--- src/rtl/fetch_unit_if.sv ---
// Instruction-memory bus plus the IF/ID register outputs toward decode.
interface fetch_unit_if;
  logic        imem_req;
  logic [31:0] imem_addr;
  logic        imem_ack;
  logic [31:0] imem_rdata;
  logic        if_valid;
  logic [31:0] if_pc;
  logic [31:0] if_instr;

  // Fetch unit side: drives the memory request and the IF/ID outputs.
  modport master (
    output imem_req, imem_addr, if_valid, if_pc, if_instr,
    input  imem_ack, imem_rdata
  );

  // Memory/decode side.
  modport slave (
    input  imem_req, imem_addr, if_valid, if_pc, if_instr,
    output imem_ack, imem_rdata
  );
endinterface

--- src/rtl/fetch_unit.sv ---
// Instruction fetch stage: IDLE/REQ/HOLD FSM, one-entry skid buffer for an
// instruction that arrives while decode is stalled, and the IF/ID register.
// The PC register itself lives outside; this block computes pc_next.
module fetch_unit #(
  parameter logic [31:0] RESET_PC = 32'h0000_0000,
  parameter logic [31:0] PC_STEP  = 32'd4
) (
  input  logic         clk,
  input  logic         rst,
  input  logic [31:0]  pc_in,
  output logic [31:0]  pc_next,
  input  logic         stall,
  input  logic         redirect,
  input  logic [31:0]  redirect_pc,
  fetch_unit_if.master bus
);

  typedef enum logic [1:0] {IDLE, REQ, HOLD} state_t;

  state_t      state_q, state_d;
  logic        if_valid_q, if_valid_d;
  logic [31:0] if_pc_q, if_pc_d;
  logic [31:0] if_instr_q, if_instr_d;
  logic [31:0] skid_pc_q, skid_pc_d;
  logic [31:0] skid_instr_q, skid_instr_d;

  assign bus.imem_addr = pc_in;
  assign bus.if_valid  = if_valid_q;
  assign bus.if_pc     = if_pc_q;
  assign bus.if_instr  = if_instr_q;

  // Next-state, next-PC and IF/ID/skid update selection.
  always_comb begin
    state_d      = state_q;
    if_valid_d   = if_valid_q;
    if_pc_d      = if_pc_q;
    if_instr_d   = if_instr_q;
    skid_pc_d    = skid_pc_q;
    skid_instr_d = skid_instr_q;
    pc_next      = pc_in;
    bus.imem_req = 1'b0;

    if (rst) begin
      // Register clearing happens in the sequential block; only the
      // combinational outputs need forcing here.
      pc_next = RESET_PC;
    end else if (redirect) begin
      // Redirect beats stall and ack: any returning word is dropped and the
      // skid entry is thrown away. imem_req still reflects the state.
      bus.imem_req = (state_q == REQ);
      pc_next      = redirect_pc & 32'hFFFF_FFFC;
      if_valid_d   = 1'b0;
      skid_pc_d    = '0;
      skid_instr_d = '0;
      state_d      = REQ;
    end else begin
      unique case (state_q)
        IDLE: state_d = REQ;
        REQ: begin
          bus.imem_req = 1'b1;
          if (bus.imem_ack) begin
            pc_next = pc_in + PC_STEP;
            if (!stall) begin
              if_valid_d = 1'b1;
              if_pc_d    = pc_in;
              if_instr_d = bus.imem_rdata;
            end else begin
              skid_pc_d    = pc_in;
              skid_instr_d = bus.imem_rdata;
              state_d      = HOLD;
            end
          end else if (!stall) begin
            if_valid_d = 1'b0;
          end
        end
        HOLD: begin
          if (!stall) begin
            if_valid_d = 1'b1;
            if_pc_d    = skid_pc_q;
            if_instr_d = skid_instr_q;
            state_d    = REQ;
          end
        end
        default: state_d = IDLE;
      endcase
    end
  end

  // State, IF/ID and skid registers with synchronous reset.
  always_ff @(posedge clk) begin
    if (rst) begin
      state_q      <= IDLE;
      if_valid_q   <= 1'b0;
      if_pc_q      <= '0;
      if_instr_q   <= '0;
      skid_pc_q    <= '0;
      skid_instr_q <= '0;
    end else begin
      state_q      <= state_d;
      if_valid_q   <= if_valid_d;
      if_pc_q      <= if_pc_d;
      if_instr_q   <= if_instr_d;
      skid_pc_q    <= skid_pc_d;
      skid_instr_q <= skid_instr_d;
    end
  end

endmodule

--- src/flat_wrapper.sv ---
// flat-port wrapper written by rule: the top's interface ports become plain ports
module fetch_unit_flat 
#(
  parameter logic [31:0] RESET_PC = 32'h0000_0000,
  parameter logic [31:0] PC_STEP  = 32'd4
)
  (clk, rst, pc_in, pc_next, stall, redirect, redirect_pc, bus_imem_req, bus_imem_addr, bus_if_valid, bus_if_pc, bus_if_instr, bus_imem_ack, bus_imem_rdata);
  fetch_unit_if bus_i ();
  input  logic clk;
  input  logic rst;
  input  logic [31:0] pc_in;
  output logic [31:0] pc_next;
  input  logic stall;
  input  logic redirect;
  input  logic [31:0] redirect_pc;
  output wire logic [$bits(bus_i.imem_req)-1:0] bus_imem_req;
  output wire logic [$bits(bus_i.imem_addr)-1:0] bus_imem_addr;
  output wire logic [$bits(bus_i.if_valid)-1:0] bus_if_valid;
  output wire logic [$bits(bus_i.if_pc)-1:0] bus_if_pc;
  output wire logic [$bits(bus_i.if_instr)-1:0] bus_if_instr;
  input wire logic [$bits(bus_i.imem_ack)-1:0] bus_imem_ack;
  input wire logic [$bits(bus_i.imem_rdata)-1:0] bus_imem_rdata;
  assign bus_imem_req = bus_i.imem_req;
  assign bus_imem_addr = bus_i.imem_addr;
  assign bus_if_valid = bus_i.if_valid;
  assign bus_if_pc = bus_i.if_pc;
  assign bus_if_instr = bus_i.if_instr;
  assign bus_i.imem_ack = bus_imem_ack;
  assign bus_i.imem_rdata = bus_imem_rdata;
  fetch_unit #(.RESET_PC(RESET_PC), .PC_STEP(PC_STEP)) u_core (.clk(clk), .rst(rst), .pc_in(pc_in), .pc_next(pc_next), .stall(stall), .redirect(redirect), .redirect_pc(redirect_pc), .bus(bus_i));
endmodule
--- config.mk ---
export PLATFORM = sky130hd
export DESIGN_NAME = fetch_unit_flat
export DESIGN_NICKNAME = d
export VERILOG_FILES = /design/src/rtl/fetch_unit_if.sv /design/src/rtl/fetch_unit.sv /design/src/flat_wrapper.sv
export SDC_FILE = /design/constraint.sdc
export NUM_CORES = 1
export LEC_CHECK = 0
export CORE_ASPECT_RATIO = 0.8
export CORE_UTILIZATION = 31
export CTS_CLUSTER_SIZE = 25
export DETAILED_ROUTE_END_ITERATION = 10
export PLACE_DENSITY = 0.63
export SLEW_MARGIN = 20
export SYNTH_ARGS = -nofsm -noshare
export SYNTH_HDL_FRONTEND = slang
export SYNTH_SLANG_ARGS = --single-unit
--- constraint.sdc ---
create_clock -name clk -period 7.28 [get_ports clk]
set_input_delay 1.82 -clock clk [delete_from_list [all_inputs] [get_ports clk]]
set_output_delay 1.82 -clock clk [all_outputs]
set_load 0.02 [all_outputs]
==> results of run 1 <==
==> sequential cells by signal (all words and copies together) (netlist names) <==
register             cells
u_core.bus.if_valid      1
u_core.bus.if_instr     32
u_core.skid_instr_q     32
u_core.state_q           2
u_core.skid_pc_q        32
u_core.bus.if_pc        32
==> metrics by stage <==
stage,hold WS [ps],std cells,instance area [µm²]
3_5_place_dp,446.6,1237,8875
2_1_floorplan,436.0,821,6576
5_1_grt,470.9,1269,9513
3_3_place_gp,441.2,1237,8875
6_report,452.5,1269,9513
4_1_cts,455.2,1269,9513
==> worst max-delay path, delay by kind of cell <==
| family | cells | cell delay (ps) |
|---|---|---|
| AO/OA/AOI/OAI | 1 | 280 |
| AND/OR/NAND/NOR | 3 | 1660 |
| buffers and inverters | 2 | 1250 |
==> cell families (layout without fill, tap and decap cells) <==
| kind of cell | count (synthesis) | in the layout | synth area share, % |
|---|---|---|---|
| AOI/OAI and AO/OA | 180 | 180 | 18.21 |
| xor gates and xnor gates | 10 | 10 | 1.332 |
| adders and majority gates | 5 | 5 | 0.9513 |
| buffers and inverters | 114 | 293 | 8.542 |
| DFF | 131 | 131 | 39.88 |
| muxes | 65 | 65 | 9.893 |
| and+or+nand+nor | 316 | 316 | 21.19 |
==> per-layer routing <==
layer / share of wire (%) / vias to the layer above / GRT usage [%]
li1: - / 3206 / -
met2: 47 / 159 / 30.44
met1: 47 / 2939 / 25.82
met5: 0.062 / - / 0
met3: 6.0 / 13 / 5.316
met4: 0.70 / 2 / 4.027
==> report_power, final <==
part           internal [mW]  switching, mW  leakage, nW
sequential             0.750         0.0169         1.07
combinational          0.183          0.210         1.69
clock                  0.588          0.344        0.312
==> layout make-up <==
type                            count  share of cell area (%)
Multi-Input combinational cell    576                   35.93
Sequential cell                   131                   27.57
Timing Repair Buffer              253                   25.94
Clock buffer                       18                   4.617
Tap cell                          269                   3.538
Clock inverter                     14                   2.091
Inverter                            8                  0.3157
==> worst paths after layout <==
kind / from / end / slack, ps / depth (start not counted)
max: pc_in[8] / pc_next[22] / 450 / 6
min: u_core.skid_instr_q[0] / u_core.skid_instr_q[0] / 450 / 2
max reg2reg: u_core.state_q[1] / u_core.bus.if_pc[10] / 4580 / 7
min reg2reg: u_core.skid_instr_q[0] / u_core.skid_instr_q[0] / 450 / 2
==> cells in the final DEF, fill, tap and decap left out, types with 3 or more instances in the layout <==
master and count:
sky130_fd_sc_hd__dfxtp_1 131, sky130_fd_sc_hd__ha_1 4, sky130_fd_sc_hd__buf_4 26, sky130_fd_sc_hd__o21ai_0 4, sky130_fd_sc_hd__bufinv_16 4, sky130_fd_sc_hd__nor2_1 104
sky130_fd_sc_hd__a311oi_1 17, sky130_fd_sc_hd__and4_1 3, sky130_fd_sc_hd__clkdlybuf4s50_1 227, sky130_fd_sc_hd__inv_6 5, sky130_fd_sc_hd__nor4_1 4, sky130_fd_sc_hd__xnor2_1 8
sky130_fd_sc_hd__mux2i_1 65, sky130_fd_sc_hd__nor3_1 3, sky130_fd_sc_hd__nand3_1 12, sky130_fd_sc_hd__or3_1 5, sky130_fd_sc_hd__or4_1 11, sky130_fd_sc_hd__a211oi_1 72
sky130_fd_sc_hd__nand2_1 143, sky130_fd_sc_hd__clkbuf_16 17, sky130_fd_sc_hd__inv_1 7, sky130_fd_sc_hd__nand4_1 9, sky130_fd_sc_hd__o31ai_1 12, sky130_fd_sc_hd__a21oi_1 69
==> flow_summary_export.csv, run 1 <==
group,metric,value,unit
outcome,status,"finished, final reports clean",
placed_design,dp_hpwl,13980,µm
setup_path,cp_cell_sequence,"clkdlybuf4s50_1 > nand4_1 > or3_1 > or4_1 > a311oi_1 > clkdlybuf4s50_1",
synth,yosysSeqAreaShare,39.88,%
power,pwr_density,220.0,nW/µm²
power,leakage,3.072,nW
synth,dominantRegCellSynth,"sky130_fd_sc_hd__dfxtp_1",
timing,layout_min_cycle_time,6826,ps
timing,setup_viol,0,
synth,post_synth_instance_area,6576,µm²
finish,multiInputGateArea,3418,µm²
routing,drtAntennaViolNets,0,
routing,routed_wire_length,20840,µm
synth,syn_inst,821,
clock_tree,clock_latency,420,ps
floorplanning,row_count,47,
synth,synth_fp_nets,927,
global_routing,first_global_vias,5830,
clock_tree,cts_inserted_buffers,17,
timing,timing_max_transition_violations_final,0,
synth,synth.top_cells.by_area,"sky130_fd_sc_hd__dfxtp_1 40%, sky130_fd_sc_hd__mux2i_1 9.9%, sky130_fd_sc_hd__a211oi_1 8.2%, sky130_fd_sc_hd__nand2_1 8.2%, sky130_fd_sc_hd__nor2_1 5.9%",
finish,layout.area.seq,2623,µm²
synth,post_synth_most_frequent_cells,"143 x sky130_fd_sc_hd__nand2_1, 131 x sky130_fd_sc_hd__dfxtp_1, 104 x sky130_fd_sc_hd__nor2_1",
synth,synth_top_area_cell,"sky130_fd_sc_hd__dfxtp_1",
global_routing,globalRouteTotalUtil,19.19,%
setup_path,worst-path-max-fanout,12,
timing,worst_clock_skew,14.51,ps
placed_design,dpl_worst_slack,480.7,ps
routing,vias,6319,
clock_tree,cts_num_sinks,131,
placed_design,input_output_buffers,228,
global_routing,wire_length_of_the_first_global_routing_pass,32560,µm
routing,drc_errors,0,
flow_run,max_cap_violations,0,
routing,firstDrtPassIters,8,
finish,final_net_count,1093,
timing,final_critical_path_setup_slack,454.2,ps
finish,post_route_cells_drive_above_1_share,7.100,%
synth,ys.warnings.count,0,
timing,hold_viol_final,0,
finish,antenna_cells,0,
floorplanning,core_region_area,20760,µm²
setup_path,path_common_cell,"sky130_fd_sc_hd__clkdlybuf4s50_1",
clock_tree,tritoncts_clock_tree,"yes",
timing,max_transition_margin,41.63,%
setup_path,critPathKind,"in2out",
synth,synth_seq_cells,131,
routing,wl_per_cell,16.42,µm
setup_path,endpoint_kind,"output port",
finish,synthToLayoutAreaGrowth,44.65,%
routing,number_of_drc_markers_in_iteration_0,305,
timing,rsz0062_at_grt,"false",
setup_path,cp.arrival,5010,ps
setup_path,start_kind,"input pin",
timing,fmaxAchievable,0.1465,GHz
clock_tree,hold_buffers,0,
clock_tree,cts-root-to-sink-buffers,2,
floorplanning,die_area,21800,µm²
floorplanning,pin_count,231,
timing,setup-tns-final,0,ps
power,power.ir.vdd_worst,0.0001343,V
clock_tree,clockRootBuffer,"sky130_fd_sc_hd__clkbuf_16",
finish,finalCoreUtilization,45.83,%
synth,synth_largest_type_area_fraction,39.88,%
finish,fill_cells,2059,
setup_path,timing.critical_path.slowest_stage_cell,"sky130_fd_sc_hd__or3_1",
synth,synth-edff-count,0,
clock_tree,post_cts_resized,0,
placed_design,gp_congestion,0.7648,
global_routing,antenna_found_initial,1,
worst_hold_path,min-delay-path-class,"reg2reg",
global_routing,grt_start_max_net_pins,75,
synth,most_frequent_cell_after_synthesis,"sky130_fd_sc_hd__nand2_1",
routing,route.detailed.vias_per_inst,4.980,
floorplanning,initial_utilization,31.68,%
clock_tree,cts_setup_buffers,0,
timing,timing.final.crit_share,93.76,%
power,power.total,2.093,mW
clock_tree,path_clk_slew,60,ps
timing,worst_slew_pin_slew,875.6,ps
setup_path,max_stage_delay,700,ps
floorplanning,die_width,164.8,µm
synth,async_reset_ff_share,0,%
floorplanning,die-height,132.3,µm
setup_path,worstPathRequired,5460,ps
global_routing,total_global_routing_overflow,0,
synth,synth_cell_type_count,46,
synth,avgSynthCellArea,8.010,µm²
clock_tree,ctsHtreeMaxLevel,4,
(Power assumes the default switching activity.)
==> run 2: changes to the inputs <==
--- a/config.mk
+++ b/config.mk
@@ -6,11 +6,11 @@
 export NUM_CORES = 1
 export LEC_CHECK = 0
 export CORE_ASPECT_RATIO = 0.8
-export CORE_UTILIZATION = 31
-export CTS_CLUSTER_SIZE = 25
+export CORE_UTILIZATION = 49
 export DETAILED_ROUTE_END_ITERATION = 10
-export PLACE_DENSITY = 0.63
+export PLACE_DENSITY = 0.9
 export SLEW_MARGIN = 20
 export SYNTH_ARGS = -nofsm -noshare
 export SYNTH_HDL_FRONTEND = slang
 export SYNTH_SLANG_ARGS = --single-unit
+export TNS_END_PERCENT = 20
==> run 2 against run 1 <==
  * Largest power group unchanged
  * Critical path depth rose by 1
  * Global-route usage rose by 9.6 points
  * Highest routed layer is now met4
  * Clock skew fell by 4.0 ps
==> flow_summary_export.csv, run 2 (synthesis results as in run 1) <==
group,metric,value,unit
outcome,status,"finished, final reports clean",
clock_tree,cts_setup_buffers,0,
routing,routed_wire_length,19640,µm
routing,route.detailed.vias_per_inst,5.643,
finish,layout.area.seq,2623,µm²
floorplanning,die_width,131.5,µm
global_routing,total_global_routing_overflow,0,
global_routing,top_usage_layer,"met2",
timing,worst_slew_pin_slew,957.8,ps
global_routing,global_route.usage.met2,46.07,%
routing,firstDrtPassIters,5,
clock_tree,tritoncts_clock_tree,"yes",
clock_tree,clock_latency,410,ps
timing,layout_min_cycle_time,6888,ps
finish,multiInputGateArea,3418,µm²
global_routing,wire_length_of_the_first_global_routing_pass,31680,µm
timing,worst_clock_skew,10.50,ps
floorplanning,die_area,13890,µm²
timing,fmaxAchievable,0.1452,GHz
timing,timing.final.crit_share,94.61,%
routing,wl_per_cell,16.79,µm
routing,drc_errors,0,
power,pwr_density,213.9,nW/µm²
global_routing,antenna_found_initial,0,
power,leakage,3.024,nW
finish,synthToLayoutAreaGrowth,41.57,%
floorplanning,core_region_area,12960,µm²
global_routing,grt_start_max_net_pins,92,
clock_tree,cts_num_sinks,131,
finish,layout.cells.most_common_list,"227 x sky130_fd_sc_hd__clkdlybuf4s50_1, 143 x sky130_fd_sc_hd__nand2_1, 131 x sky130_fd_sc_hd__dfxtp_1",
routing,vias,6602,
clock_tree,cts-root-to-sink-buffers,2,
timing,setup-tns-final,0,ps
timing,hold_viol_final,0,
global_routing,first_global_vias,6046,
finish,fill_cells,1027,
routing,drtAntennaViolNets,0,
setup_path,worstPathRequired,5460,ps
finish,layout.cell_area.non_filler,9310,µm²
finish,antenna_cells,0,
finish,layout.cells.most_common,"sky130_fd_sc_hd__clkdlybuf4s50_1",
finish,finalCoreUtilization,71.82,%
setup_path,endpoint_kind,"output port",
timing,setup_viol,0,
setup_path,max_stage_delay,680,ps
timing,rsz0062_at_grt,"false",
setup_path,worst-path-max-fanout,12,
timing,timing_max_transition_violations_final,0,
setup_path,critPathKind,"in2out",
placed_design,post_dp_cell_area,8732,µm²
setup_path,cp.arrival,5070,ps
placed_design,dp_hpwl,12900,µm
finish,post_route_cells_drive_above_1_share,6.533,%
timing,max_transition_margin,36.14,%
floorplanning,row_count,37,
clock_tree,post_cts_resized,0,
clock_tree,clockRootBuffer,"sky130_fd_sc_hd__clkbuf_16",
setup_path,path_common_cell,"sky130_fd_sc_hd__clkdlybuf4s50_1",
floorplanning,initial_utilization,50.73,%
power,power.ir.vdd_worst,0.0001788,V
floorplanning,die-height,105.6,µm
setup_path,timing.critical_path.slowest_stage_cell,"sky130_fd_sc_hd__clkdlybuf4s50_1",
clock_tree,hold_buffers,0,
clock_tree,path_clk_slew,50,ps
flow_run,max_cap_violations,0,
floorplanning,pin_count,231,
setup_path,cp_cell_sequence,"clkdlybuf4s50_1 > ha_1 > nand4_1 > or3_1 > or4_1 > a311oi_1 > clkdlybuf4s50_1",
placed_design,gp_congestion,0.8186,
global_routing,groute.layer.met1.usage,36.58,%
global_routing,globalRouteTotalUtil,28.75,%
finish,final_net_count,1088,
placed_design,input_output_buffers,228,
routing,number_of_drc_markers_in_iteration_0,508,
clock_tree,cts_inserted_buffers,17,
worst_hold_path,min-delay-path-class,"reg2reg",
global_routing,met3_global_route_usage,7.504,%
clock_tree,ctsHtreeMaxLevel,4,
setup_path,start_kind,"input pin",
-- run 2: critical path, delay by kind of cell --
kind	cells	cell delay (ps)
AO/OA/AOI/OAI	1	390
adder cells (fa/ha/maj)	1	190
AND/OR/NAND/NOR	3	1490
buffers and inverters	2	1160
-- run 2: metrics by stage --
| step | cells | hold slack, ps | total power [mW] | worst slack, ps |
|---|---|---|---|---|
| final | 1170 | 451.4 | 1.992 | 392.1 |
| after global routing | 1170 | 466.4 | 2.072 | 347.3 |
| after global placement | 1138 | 440.8 | 1.165 | 430.5 |
| after CTS | 1170 | 454.8 | 2.001 | 436.1 |
| after detailed placement | 1138 | 446.3 | 1.171 | 455.5 |
| after floorplan | 821 | 436.0 | 0.9833 | 1582 |
-- run 2: area by class of cell --
| class | instances | area share [%] |
|---|---|---|
| tap | 175 | 2.352 |
| clock inverter | 13 | 1.344 |
| clock buffer | 19 | 4.865 |
| timing repair buffer | 248 | 26.23 |
| multi-input combinational | 576 | 36.72 |
| inverter | 8 | 0.3225 |
| sequential | 131 | 28.17 |
-- run 2: path summary, 6_finish.rpt --
check                                       startpoint  slack (ps)  cells past startpoint                     end
worst max-delay path                          pc_in[3]         390                      7             pc_next[18]
worst min-delay path            u_core.skid_instr_q[1]         450                      2  u_core.skid_instr_q[1]
worst max register to register       u_core.state_q[1]        4470                      7    u_core.bus.if_pc[16]
worst min register to register  u_core.skid_instr_q[1]         450                      2  u_core.skid_instr_q[1]
-- run 2: power by group --
part	total (mW)	switching, mW	internal [mW]
registers	0.768	0.0177	0.750
logic	0.392	0.210	0.183
clock network	0.831	0.337	0.494
-- run 2: layer usage --
metal,vias up,part of all wire [%]
li1,3205,-
met1,3087,43
met2,268,47
met3,42,7.2
met4,0,2.5
met5,-,0
==> run 3: changes to the inputs <==
--- a/config.mk
+++ b/config.mk
@@ -9,6 +9,7 @@
 export CORE_UTILIZATION = 49
 export DETAILED_ROUTE_END_ITERATION = 10
 export PLACE_DENSITY = 0.9
+export REMOVE_ABC_BUFFERS = 1
 export SLEW_MARGIN = 20
 export SYNTH_ARGS = -nofsm -noshare
 export SYNTH_HDL_FRONTEND = slang
==> run 3 against run 2 <==
  * Sequential power is essentially flat
  * Final cell count shrank 0.26%
  * Non-clock buffer count shrank 2
  * Clock power grew 13%
  * Clock skew grew 2.9 ps
==> flow_summary_export.csv, run 3 (synthesis results as in run 1) <==
group,metric,value,unit
outcome,status,"finished, final reports clean",
floorplanning,core_region_area,12960,µm²
setup_path,max_stage_delay,670,ps
clock_tree,path_clk_slew,60,ps
routing,firstDrtPassIters,5,
timing,timing.final.crit_share,93.59,%
global_routing,first_global_vias,5981,
routing,vias,6529,
setup_path,cells_on_worst_reg2reg_path,7,
placed_design,gp_congestion,0.7951,
finish,synthToLayoutAreaGrowth,42.24,%
power,leakage,3.037,nW
clock_tree,cts_setup_buffers,0,
setup_path,cp.arrival,4990,ps
routing,routed_wire_length,19430,µm
finish,layout.cells.most_common,"sky130_fd_sc_hd__clkdlybuf4s50_1",
setup_path,path_common_cell,"sky130_fd_sc_hd__clkdlybuf4s50_1",
power,power.ir.vdd_worst,0.0001928,V
setup_path,critPathKind,"in2out",
floorplanning,initial_utilization,50.73,%
setup_path,setup.reg_to_reg.worst_slack,4410,ps
timing,fmaxAchievable,0.1468,GHz
worst_hold_path,min-delay-path-class,"reg2reg",
timing,worst_slew_pin_slew,1006,ps
clock_tree,post_cts_resized,0,
setup_path,worstPathRequired,5460,ps
clock_tree,ctsHtreeMaxLevel,4,
routing,route.detailed.vias_per_inst,5.595,
global_routing,antenna_found_initial,0,
floorplanning,row_count,37,
clock_tree,clockRootBuffer,"sky130_fd_sc_hd__clkbuf_16",
floorplanning,die-height,105.6,µm
routing,drtAntennaViolNets,0,
global_routing,wire_length_of_the_first_global_routing_pass,30870,µm
floorplanning,die_width,131.5,µm
clock_tree,tritoncts_clock_tree,"yes",
placed_design,input_output_buffers,228,
placed_design,dp_hpwl,12820,µm
finish,post_route_cells_drive_above_1_share,6.250,%
finish,antenna_cells,0,
clock_tree,cts_num_sinks,131,
setup_path,endpoint_kind,"output port",
setup_path,timing.critical_path.from,"pc_in[2]",
timing,worst_clock_skew,13.41,ps
timing,max_transition_margin,32.94,%
floorplanning,pin_count,231,
timing,setup_viol,0,
routing,wl_per_cell,16.65,µm
setup_path,start_kind,"input pin",
power,pwr_density,224.4,nW/µm²
setup_path,timing.critical_path.slowest_stage_cell,"sky130_fd_sc_hd__clkdlybuf4s50_1",
setup_path,worst-path-max-fanout,12,
setup_path,worstReg2RegStart,"u_core.state_q[1]",
timing,rsz0062_at_grt,"false",
timing,layout_min_cycle_time,6814,ps
setup_path,reg2reg_to,"u_core.bus.if_instr[18]",
timing,hold_viol_final,0,
finish,final_net_count,1086,
routing,drc_errors,0,
flow_run,max_cap_violations,0,
clock_tree,cts_inserted_buffers,17,
clock_tree,cts-root-to-sink-buffers,2,
floorplanning,die_area,13890,µm²
setup_path,worstSetupEndpoint,"pc_next[28]",
global_routing,globalRouteTotalUtil,27.88,%
routing,number_of_drc_markers_in_iteration_0,532,
timing,timing_max_transition_violations_final,0,
setup_path,cp_cell_sequence,"clkdlybuf4s50_1 > ha_1 > nand4_1 > or3_1 > or4_1 > a311oi_1 > clkdlybuf4s50_1",
global_routing,total_global_routing_overflow,0,
timing,setup-tns-final,0,ps
timing,worst_hold_slack,452.5,ps
clock_tree,hold_buffers,0,
clock_tree,clock_latency,410,ps
global_routing,grt_start_max_net_pins,91,
finish,layout.cells.most_common_list,"227 x sky130_fd_sc_hd__clkdlybuf4s50_1, 143 x sky130_fd_sc_hd__nand2_1, 131 x sky130_fd_sc_hd__dfxtp_1",
[run 3: worst min path at each step]
stage / end / cells after the start / from / slack (ps)
2_1_floorplan: u_core.skid_instr_q[0] / 2 / u_core.skid_instr_q[0] / 440
3_3_place_gp: u_core.skid_instr_q[18] / 2 / u_core.skid_instr_q[18] / 440
3_5_place_dp: u_core.skid_pc_q[14] / 2 / u_core.skid_pc_q[14] / 450
4_1_cts: u_core.skid_instr_q[10] / 2 / u_core.skid_instr_q[10] / 460
5_1_grt: u_core.skid_instr_q[18] / 2 / u_core.skid_instr_q[18] / 470
6_report: u_core.skid_instr_q[0] / 2 / u_core.skid_instr_q[0] / 450
[run 3: cell type report]
class	instances	area [µm²]
Clock inverter	14	224.0
Tap cell	175	219.0
Multi-Input combinational cell	576	3418
Timing Repair Buffer	246	2415
Sequential cell	131	2623
Clock buffer	17	425.4
Fill cell	1037	3608
Inverter	8	30.03
[run 3: power by group]
| part | total, mW | switching [mW] | internal (mW) |
|---|---|---|---|
| registers | 0.767 | 0.0173 | 0.750 |
| logic | 0.391 | 0.210 | 0.181 |
| clock network | 0.940 | 0.328 | 0.612 |
| total | 2.10 | 0.556 | 1.54 |
[run 3: routing by layer]
metal  part of all wire, %  global-route usage (%)  vias up
met5                     0                       0        -
met4                   1.4                   7.890        0
met3                   7.7                   6.975       25
met2                    48                   47.09      272
met1                    43                   35.16     3048
li1                      -                       -     3184
[run 3: worst max-delay path, delay by kind of cell]
kind	cells	cell delay, ps
buf+inv	2	1300
fa+ha+maj	1	210
compound gates	1	330
simple gates	3	1320
[run 3: per-stage QoR]
stage / utilization, % / std cells / worst slack, ps / area [µm²] / power (mW)
final: 72.16 / 1167 / 466.5 / 9354 / 2.099
after global routing: 72.16 / 1167 / 352.1 / 9354 / 2.180
after CTS: 72.16 / 1167 / 465.9 / 9354 / 2.108
after detailed placement: 67.15 / 1136 / 466.7 / 8705 / 1.171
after global placement: 67.15 / 1136 / 519.9 / 8705 / 1.164
after floorplan: - / 715 / 1589 / 6045 / 0.9441
